--- src/rtl/explosion_pkg.sv ---
// Shared types and constants for the explosion overlay stage.
package explosion_pkg;

  localparam int SLOTS_MAX = 8;
  localparam int AGE_W     = 4;
  localparam int RING_W    = 2;

  localparam logic [11:0] COLOR_DEFAULT = 12'hF80;

  typedef struct packed {
    logic             active;
    logic [10:0]      x;
    logic [10:0]      y;
    logic [AGE_W-1:0] age;
  } expl_slot_t;

  typedef struct packed {
    logic [10:0] hcount;
    logic [10:0] vcount;
    logic        hsync;
    logic        vsync;
    logic        hblnk;
    logic        vblnk;
    logic [11:0] rgb;
  } pix_bundle_t;

endpackage

--- src/rtl/explosion_slot.sv ---
// One explosion slot: centre/age storage, per-frame ageing and the
// two-stage square-ring hit test against the incoming pixel.
module explosion_slot
  import explosion_pkg::*;
#(
  parameter int FRAMES = 16
) (
  input  logic        pclk,
  input  logic        rst,
  input  logic        load_i,
  input  logic        tick_i,
  input  logic [10:0] x_i,
  input  logic [10:0] y_i,
  input  logic [10:0] hcount_i,
  input  logic [10:0] vcount_i,
  output logic        active_o,
  output logic        ring_hit_o
);

  expl_slot_t  slot_q, slot_d;
  logic [11:0] diff_x, diff_y;
  logic [11:0] dx_d, dy_d, dx_q, dy_q;
  logic [5:0]  r_d, r_q;
  logic        act_q;
  logic [11:0] dmax;

  // A load only ever targets an inactive slot, so it never races the ageing path.
  always_comb begin
    slot_d = slot_q;
    if (load_i) begin
      slot_d.active = 1'b1;
      slot_d.x      = x_i;
      slot_d.y      = y_i;
      slot_d.age    = '0;
    end else if (tick_i && slot_q.active) begin
      if (slot_q.age == AGE_W'(FRAMES - 1)) begin
        slot_d.active = 1'b0;
        slot_d.age    = '0;
      end else begin
        slot_d.age = slot_q.age + 1'b1;
      end
    end
  end

  // 12-bit signed differences keep off-screen ring parts from wrapping back in.
  always_comb begin
    diff_x = {1'b0, hcount_i} - {1'b0, slot_q.x};
    diff_y = {1'b0, vcount_i} - {1'b0, slot_q.y};
    dx_d   = diff_x[11] ? -diff_x : diff_x;
    dy_d   = diff_y[11] ? -diff_y : diff_y;
    r_d    = {1'b0, slot_q.age, 1'b0} + 6'd2;
  end

  always_ff @(posedge pclk) begin
    if (rst) begin
      slot_q <= '0;
      dx_q   <= '0;
      dy_q   <= '0;
      r_q    <= '0;
      act_q  <= 1'b0;
    end else begin
      slot_q <= slot_d;
      dx_q   <= dx_d;
      dy_q   <= dy_d;
      r_q    <= r_d;
      act_q  <= slot_q.active;
    end
  end

  always_comb begin
    dmax       = (dx_q > dy_q) ? dx_q : dy_q;
    ring_hit_o = act_q && (dmax <= {6'b0, r_q})
                 && ((dmax + 12'(RING_W)) >= {6'b0, r_q});
  end

  assign active_o = slot_q.active;

endmodule

--- src/rtl/draw_explosion.sv ---
// Pixel-pipeline stage overlaying expanding square-ring explosions; the
// whole timing bundle is forwarded with a fixed two-cycle latency.
module draw_explosion
  import explosion_pkg::*;
#(
  parameter int          SLOTS  = 4,
  parameter int          FRAMES = 16,
  parameter logic [11:0] COLOR  = COLOR_DEFAULT
) (
  input  logic        pclk,
  input  logic        rst,
  input  logic        hit,
  input  logic [10:0] hit_x,
  input  logic [10:0] hit_y,
  input  logic [10:0] hcount_in,
  input  logic [10:0] vcount_in,
  input  logic        hsync_in,
  input  logic        vsync_in,
  input  logic        hblnk_in,
  input  logic        vblnk_in,
  input  logic [11:0] rgb_in,
  output logic [10:0] hcount_out,
  output logic [10:0] vcount_out,
  output logic        hsync_out,
  output logic        vsync_out,
  output logic        hblnk_out,
  output logic        vblnk_out,
  output logic [11:0] rgb_out,
  output logic        busy,
  output logic        dropped
);

  logic             vblnk_q;
  logic             tick;
  logic             free_found;
  logic             dropped_q, busy_q;
  logic [SLOTS-1:0] active, load, ring_hit;
  pix_bundle_t      s1_d, s1_q, s2_d, s2_q;

  assign tick = vblnk_in & ~vblnk_q;

  // Lowest-index free slot wins; the flags are pre-tick, so a slot expiring
  // on this same edge is not yet eligible.
  always_comb begin
    load       = '0;
    free_found = 1'b0;
    for (int i = 0; i < SLOTS; i++) begin
      if (!active[i] && !free_found) begin
        load[i]    = hit;
        free_found = 1'b1;
      end
    end
  end

  for (genvar g = 0; g < SLOTS; g++) begin : g_slot
    explosion_slot #(
      .FRAMES(FRAMES)
    ) u_slot (
      .pclk      (pclk),
      .rst       (rst),
      .load_i    (load[g]),
      .tick_i    (tick),
      .x_i       (hit_x),
      .y_i       (hit_y),
      .hcount_i  (hcount_in),
      .vcount_i  (vcount_in),
      .active_o  (active[g]),
      .ring_hit_o(ring_hit[g])
    );
  end

  always_comb begin
    s1_d = '{hcount: hcount_in, vcount: vcount_in, hsync: hsync_in,
             vsync: vsync_in, hblnk: hblnk_in, vblnk: vblnk_in, rgb: rgb_in};
    s2_d = s1_q;
    if (s1_q.hblnk || s1_q.vblnk) begin
      s2_d.rgb = '0;
    end else if (|ring_hit) begin
      s2_d.rgb = COLOR;
    end
  end

  always_ff @(posedge pclk) begin
    if (rst) begin
      vblnk_q   <= 1'b0;
      dropped_q <= 1'b0;
      busy_q    <= 1'b0;
      s1_q      <= '0;
      s2_q      <= '0;
    end else begin
      vblnk_q   <= vblnk_in;
      dropped_q <= hit & ~free_found;
      busy_q    <= |active;
      s1_q      <= s1_d;
      s2_q      <= s2_d;
    end
  end

  assign hcount_out = s2_q.hcount;
  assign vcount_out = s2_q.vcount;
  assign hsync_out  = s2_q.hsync;
  assign vsync_out  = s2_q.vsync;
  assign hblnk_out  = s2_q.hblnk;
  assign vblnk_out  = s2_q.vblnk;
  assign rgb_out    = s2_q.rgb;
  assign busy       = busy_q;
  assign dropped    = dropped_q;

endmodule

--- config.mk ---
export PLATFORM = sky130hd
export DESIGN_NAME = draw_explosion
export DESIGN_NICKNAME = d
export VERILOG_FILES = /design/src/rtl/explosion_pkg.sv /design/src/rtl/explosion_slot.sv /design/src/rtl/draw_explosion.sv
export SDC_FILE = /design/constraint.sdc
export NUM_CORES = 1
export LEC_CHECK = 0
export CORE_ASPECT_RATIO = 0.75
export CORE_MARGIN = 2
export CORE_UTILIZATION = 40
export DETAILED_ROUTE_END_ITERATION = 12
export DONT_BUFFER_PORTS = 1
export HOLD_SLACK_MARGIN = 0.12
export PLACE_DENSITY = 0.59
export SLEW_MARGIN = 20
export SYNTH_ARGS = -nofsm -noshare
export SYNTH_HDL_FRONTEND = slang
export SYNTH_HIERARCHICAL = 1
export SYNTH_SLANG_ARGS = --single-unit
--- constraint.sdc ---
create_clock -name pclk -period 8.3 [get_ports pclk]
set_clock_uncertainty 0.1 [all_clocks]
set_input_delay 0.415 -clock pclk [delete_from_list [all_inputs] [get_ports pclk]]
set_output_delay 0.415 -clock pclk [all_outputs]
set_load 0.02 [all_outputs]
== Yosys cells after proc, flatten, opt, wreduce, memory -nomap -nowiden ==
Cells that the tools add are included.

* Register bits after elaboration: 310
* Latch bits: 0
* Memory bits (writable): 0
* Bits in read-only memories: 0
* Memories kept: 0

* $add $sub $neg: 28
* $mul: 0
* Div/mod/pow operators: 0
* Order comparisons: 12
* Eq/ne operators: 4
* Shift operators: 0
* Multiplexer cells: 37
* Bitwise operators: 12
* Reduce and logical (&&, ||, !) cells: 49

{| class="wikitable"
|+ Operators by type and width
! cell !! count
|-
| $neg 12->12 || 8
|-
| $sub 11x11->12 || 8
|-
| $mux 11 || 8
|-
| $mux 12 || 5
|-
| $add 12x2->12 const B || 4
|-
| $ge 12x6->1 || 4
|-
| $gt 12x12->1 || 4
|-
| $le 12x6->1 || 4
|-
| $reduce_or 2->1 || 13
|-
| $add 5x2->6 const B || 4
|-
| $mux 1 || 20
|-
| $add 4x1->4 const B || 4
|-
| $eq 4x4->1 const B || 4
|-
| $mux 4 || 4
|-
| $reduce_bool 2->1 || 8
|-
| $logic_and 1x1->1 || 15
|-
| $not 1->1 || 10
|-
| $reduce_and 2->1 || 4
|-
| $reduce_or 4->1 || 2
|-
| $reduce_or 6->1 || 1
|-
| $logic_not 1->1 || 5
|-
| $and 1x1->1 || 2
|-
| $logic_or 1x1->1 || 1
|}

== Depth between registers and ports, before layout ==
* Depth in word-level cells: 11
* Depth in mapped cells: 24
* Gate-level depth less buffers: 23

== By module ==
The synthesis kept the hierarchy.

{| class="wikitable"
|+ Modules (own cells, without submodules)
! module !! instances !! cells an instance !! area an instance (µm²) !! sequential area each (µm²)
|-
| explosion_slot (g_slot[0].u_slot ...) || 3 || 498 || 4050.1 || 1141.1
|-
| explosion_slot (g_slot[1].u_slot) || 1 || 506 || 4179.0 || 1141.1
|-
| draw_explosion || 1 || 175 || 2164.6 || 1561.5
|}

== Worst setup path after synthesis ==
OpenSTA, ideal clock, no wires.

* Path type: register to register
* Start: register g_slot[1].u_slot.dy_q[11]
* End: register s2_q, in the netlist rgb_out[10]
* Library setup time: 0.115 ns
* Arrival: 4.757 ns
* Data required time: 8.085 ns
* Path slack: 3.328 ns
* Cell stages (with the launch flop): 21
* Buffers on the path: 1
* Period minus slack after synthesis: 4.972 ns
* Cell sequence: dfxtp_1 > inv_1 > ha_1 > nand4_1 > a211o_1 > a21oi_4 > clkbuf_1 > nand2_1 > o21ai_0 > ha_1 > nand3_1 > mux2_2 > a22oi_1 > ha_1 > nand4_1 > nor2_1 > or4_1 > a221o_1 > o2111a_1 > or4_4 > o21a_1

* Longest elaborated chain between the ends: 7
* Elaborated cells between the ends (all ways): 9
* Those cells by class: add/sub (1); order compare (3); mux (2); reduce/logical (3)

{| class="wikitable"
|+ RTL lines
! element !! RTL line !! RTL
|-
| start: declaration || explosion_slot.sv:22 || <nowiki>logic [11:0] dx_d, dy_d, dx_q, dy_q;</nowiki>
|-
| start signal: assignment || explosion_slot.sv:64 || <nowiki>dy_q <= dy_d;</nowiki>
|-
| $gt 12x12->1 || explosion_slot.sv:71 || <nowiki>dmax = (dx_q > dy_q) ? dx_q : dy_q;</nowiki>
|-
| $mux 12 (*) || explosion_slot.sv:71 ||
|-
| $add 12x2->12 or $le 12x6->1 (tied branches) || explosion_slot.sv:73, explosion_slot.sv:72 ||
|-
| $ge 12x6->1 or $logic_and 1x1->1 (tied branches) || explosion_slot.sv:73, explosion_slot.sv:72 ||
|-
| $logic_and 1x1->1 (*) || explosion_slot.sv:73 || <nowiki>&& ((dmax + 12'(RING_W)) >= {6'b0, r_q});</nowiki>
|-
| via ring_hit[1] || draw_explosion.sv:37 || <nowiki>logic [SLOTS-1:0] active, load, ring_hit;</nowiki>
|-
| $reduce_or 4->1 (*) || draw_explosion.sv:78 || <nowiki>end else if (|ring_hit) begin</nowiki>
|-
| $mux 12 (*) || draw_explosion.sv:78 ||
|-
| end signal: assignment || draw_explosion.sv:89 || <nowiki>s2_q <= '0;</nowiki>
|-
| end signal: assignment || draw_explosion.sv:95 || <nowiki>s2_q <= s2_d;</nowiki>
|-
| end: declaration || draw_explosion.sv:38 || <nowiki>pix_bundle_t s1_d, s1_q, s2_d, s2_q;</nowiki>
|}

The timed path passes the listed nets; every way through them passes the cells marked *.
A chain may end at the register's enable or synchronous reset.

== Final worst setup path ==
* Start: register g_slot[1].u_slot.dy_q[9]
* End: register s2_q, in the netlist rgb_out[3]

* Longest elaborated chain between the ends: 6
* Elaborated cells between the ends (all ways): 8
* Those cells by class: add/sub (1); order compare (3); mux (1); reduce/logical (3)

{| class="wikitable"
|+ RTL lines
! element !! RTL line
|-
| $gt 12x12->1 || explosion_slot.sv:71
|-
| $mux 12 (*) || explosion_slot.sv:71
|-
| $add 12x2->12 or $le 12x6->1 (tied branches) || explosion_slot.sv:73, explosion_slot.sv:72
|-
| $ge 12x6->1 or $logic_and 1x1->1 (tied branches) || explosion_slot.sv:73, explosion_slot.sv:72
|-
| $logic_and 1x1->1 (*) || explosion_slot.sv:73
|-
| via ring_hit[1] || draw_explosion.sv:37
|-
| $reduce_or 6->1 (no line) (*) || --
|}

Marked as above.

==> impl_results.rst <==
.. list-table::
   :header-rows: 1

   * - Metric
     - Value
   * - Top-level I/O count
     - approximately 100
   * - Number of endpoints failing setup at the final stage
     - 0
   * - Proportion of layout cells with a drive suffix above 1
     - between 4 and 5%
   * - Max Fanout on Critical Path
     - 19
   * - IR drop worst, VDD
     - 0.000167 V
   * - Power after layout
     - 4.52 mW
   * - Total Die Area
     - 0.0480 mm²
   * - Fmax
     - 178 MHz
   * - Core Region
     - 0.0459 mm²
   * - Seq cells post-synth
     - approximately 310
   * - Ordered cell list for the critical path
     - inv_1 > ha_1 > a21o_1 > a21o_1 > a221oi_4 > a21oi_4 > o21ai_0 > ha_1 > nand3_1 > mux2_2 > a22oi_1 > ha_1 > nand4_1 > nor2_1 > or4_1 > a221o_1 > o2111a_1 > nor4_2 > and3_1
   * - Reg-to-reg critical path startpoint
     - g_slot[1].u_slot/dy_q[9]$_SDFF_PP0_
   * - Kind of end point of the critical path
     - flip-flop
   * - Setup slack, reg-to-reg
     - 2690 ps
   * - Most instantiated flip-flop cell in the synthesis netlist
     - sky130_fd_sc_hd__dfxtp_1
   * - Hold path startpoint
     - vcount_in[0]
   * - Largest net degree at the start of global routing
     - 292
   * - Residual DRC
     - 0
   * - Die outline width
     - 252 µm
   * - Reg power frac
     - 37.0%
   * - Clk slew on worst S/H paths
     - 60 ps
   * - Wire length of the first global-routing pass
     - about 78000 µm
   * - Remaining antenna violation count after routing
     - 0
   * - Worst-skew pair later-pin latency
     - ~530 ps
   * - Count of mapped cells out of synthesis
     - 2175
   * - Post-CTS Hold Fix Bufs
     - 63
   * - Post-synth EDFFs
     - 0
   * - Synth area leaders
     - sky130_fd_sc_hd__dfxtp_1, sky130_fd_sc_hd__ha_1, sky130_fd_sc_hd__nor2_1, sky130_fd_sc_hd__mux2i_1, sky130_fd_sc_hd__inv_1
   * - Final net count
     - between 2000 and 2500
   * - Height of the chip
     - 190 µm
   * - Start point of the critical path
     - g_slot[1].u_slot/dy_q[9]$_SDFF_PP0_
   * - Largest area contributor in the synthesized netlist
     - sky130_fd_sc_hd__dfxtp_1
   * - Maximum capacitance violations
     - 0
   * - Net switching share of the total power
     - 32.6%
   * - First-pass detailed-route iteration total
     - 5
   * - Total length of routed wires
     - 49200 µm
   * - Area growth syn-to-layout
     - 13.4%
   * - Crit-path max cell delay
     - 750 ps
   * - Vias per Instance
     - about 5.3
   * - Outcome
     - finished, final reports clean
   * - Max Root-Sink Buffers
     - 3
   * - Clock Power Share
     - 34.5%
   * - Portion of total power attributed to combinational logic
     - between 20% and 30%
   * - Number of non-filler instances in the completed layout
     - about 2800
   * - Sequential-to-total area share from yosys stat
     - 33.1%
   * - Synthesized cell area
     - 0.0185 mm²
   * - Final estimated routing congestion in global placement
     - 0.892
   * - Area share of the largest cell type after synthesis
     - 33.1%
   * - Number of global-route vias before repair
     - 14300
   * - Post-cts repair resize count
     - 0
   * - Initial DRC count
     - 951
   * - Ranking of synthesized cells by instance count
     - sky130_fd_sc_hd__dfxtp_1, sky130_fd_sc_hd__nor2_1, sky130_fd_sc_hd__ha_1
   * - Net Sw Power
     - 1.48 mW
   * - H-Tree Depth
     - 2
   * - Count of placed standard cells including taps
     - ~2700
   * - Port Buf Inserts
     - 0
   * - Yosys warning total
     - 6
   * - Mean area per synthesized cell
     - roughly 8.5 µm²
   * - Cell Rows
     - 68
   * - Worst endpoint required time
     - 8670 ps
   * - Cell variety after synth
     - 80
   * - Worst hold-check slack
     - 144 ps
   * - TritonCTS buffer count
     - 34
   * - P per Cell Area
     - 216 mW/mm²
   * - TritonCTS clock tree
     - yes
   * - Number of buffers inserted to repair setup after CTS
     - 0
   * - Fin util
     - 45.7%
   * - Detail Placement HPWL
     - between 30000 and 40000 µm
   * - Lkg Pwr
     - 8.25 nW
   * - Post-Synthesis Net Count
     - 2438
   * - Cell chosen for the clock root
     - sky130_fd_sc_hd__clkbuf_16
   * - Final worst path period need
     - 5610 ps
   * - Fin crit share
     - 67.6%
   * - Worst-Margin Slew
     - 1100 ps
   * - Overflow left after global routing
     - 0
   * - Total negative slack for setup checks
     - 0 ps
   * - Initial antenna violation count
     - 2
   * - Final number of hold-violating endpoints
     - 0
   * - Fillers
     - 4393
   * - Number of vias in the routed layout
     - 15000
   * - Ys async rst share
     - 0%
   * - Top-count cell post-synth
     - sky130_fd_sc_hd__dfxtp_1
   * - Unrepaired setup endpoints after global routing
     - false
   * - Startpoint Class
     - flip-flop
   * - Data arrival time at the worst-slack endpoint
     - 5980 ps
   * - Rel. slew slack
     - 26.2%
   * - Final-report max-slew violation count
     - 0
   * - Hold WC Path Type
     - in2reg
   * - Worst-path cell with the longest stage delay
     - sky130_fd_sc_hd__nor4_2
   * - Most frequent cell on the critical path
     - sky130_fd_sc_hd__ha_1
   * - Internal power of the cells
     - 3.05 mW
   * - DR WL/cell
     - between 15 and 20 µm
   * - Clock sink count
     - 306
   * - Critical path type
     - reg2reg
   * - Initial Utilization
     - around 40%
   * - Overall routing resource usage
     - 20.3%
metal layers:
layer	share of wire [%]	global-route usage (%)	routed length (µm)	vias to the layer above
met5	0	0	0	-
met1	52	30.2	25800	6946
met4	1.4	3.89	708	0
met2	40	30.1	19700	364
met3	6.0	4.50	2950	51
li1	-	-	-	7672
power by group through the flow:
| stage | Sequential, mW | Clock (mW) | Combinational (mW) |
|---|---|---|---|
| floorplan | 1.67 | 0 | 0.978 |
| detailed placement | 1.70 | 0 | 1.20 |
| global route | 1.69 | 1.66 | 1.46 |
| CTS | 1.67 | 1.60 | 1.28 |
| global placement | 1.70 | 0 | 1.18 |
| finish | 1.67 | 1.56 | 1.29 |
sequential cells by signal, indices dropped and copies added, names as in the netlist, 11 cells and up:
| signal | count |
|---|---|
| g_slot.u_slot/r_q | 20 |
| g_slot.u_slot/slot_q | 104 |
| g_slot.u_slot/dx_q | 48 |
| vcount_out | 11 |
| g_slot.u_slot/dy_q | 48 |
| s1_q | 38 |
| rgb_out | 12 |
| hcount_out | 11 |
critical path, delay by kind of cell, from the launching register on:
kind                       cells  cell delay [ps]
AOI/OAI and AO/OA              8             2130
and+or+nand+nor                6             1690
adders and majority gates      3              930
DFF                            1              350
muxes                          1              290
buffers and inverters          1               70
cell usage in the layout, fill, tap and decap left out, drive strengths merged, types with 39 or more instances in the layout:
master and instances:
dfxtp 306, nor2 276, ha 192, inv 191
mux2i 97, nor2b 96, nor3 94, nand2 92
a21oi 91, o21ai 88, xor2 78, nand3 76
xnor2 63, dlygate4sd3 62, clkbuf 46, o21a 39
stage by stage:
stage	worst slack, ps	area, µm²
after floorplan	3330	18500
after global placement	3000	19100
after detailed placement	2750	19100
after CTS	2730	20900
after global routing	2440	21000
final	2690	21000
logic make-up after synthesis:
logic type / Yosys count / synth area share, %
AOI/OAI and AO/OA: 384 / 14.4
xor gates and xnor gates: 141 / 6.68
adders and majority gates: 200 / 13.9
buffers and inverters: 243 / 4.97
DFF: 306 / 33.1
muxes: 101 / 5.49
and+or+nand+nor: 800 / 21.5
layout make-up:
cell class                 instances  area (µm²)  share of cell area (%)
timing repair buffer              68         746                    3.55
multi-input combinational       1626       11500                    54.7
antenna                            2        5.00                  0.0239
sequential                       306        6130                    29.2
clock buffer                      46        1020                    4.86
tap                              595         744                    3.55
inverter                         189         709                    3.38
clock inverter                    14         149                   0.710
worst paths after layout:
path,end,depth (start not counted)
max reg2reg,rgb_out[3]$_SDFF_PP0_,19
min,g_slot[3].u_slot/dy_q[0]$_SDFF_PP0_,3
max,rgb_out[3]$_SDFF_PP0_,19
min reg2reg,hsync_out$_SDFF_PP0_,1
Note: power is estimated with default switching activity, not from simulation.
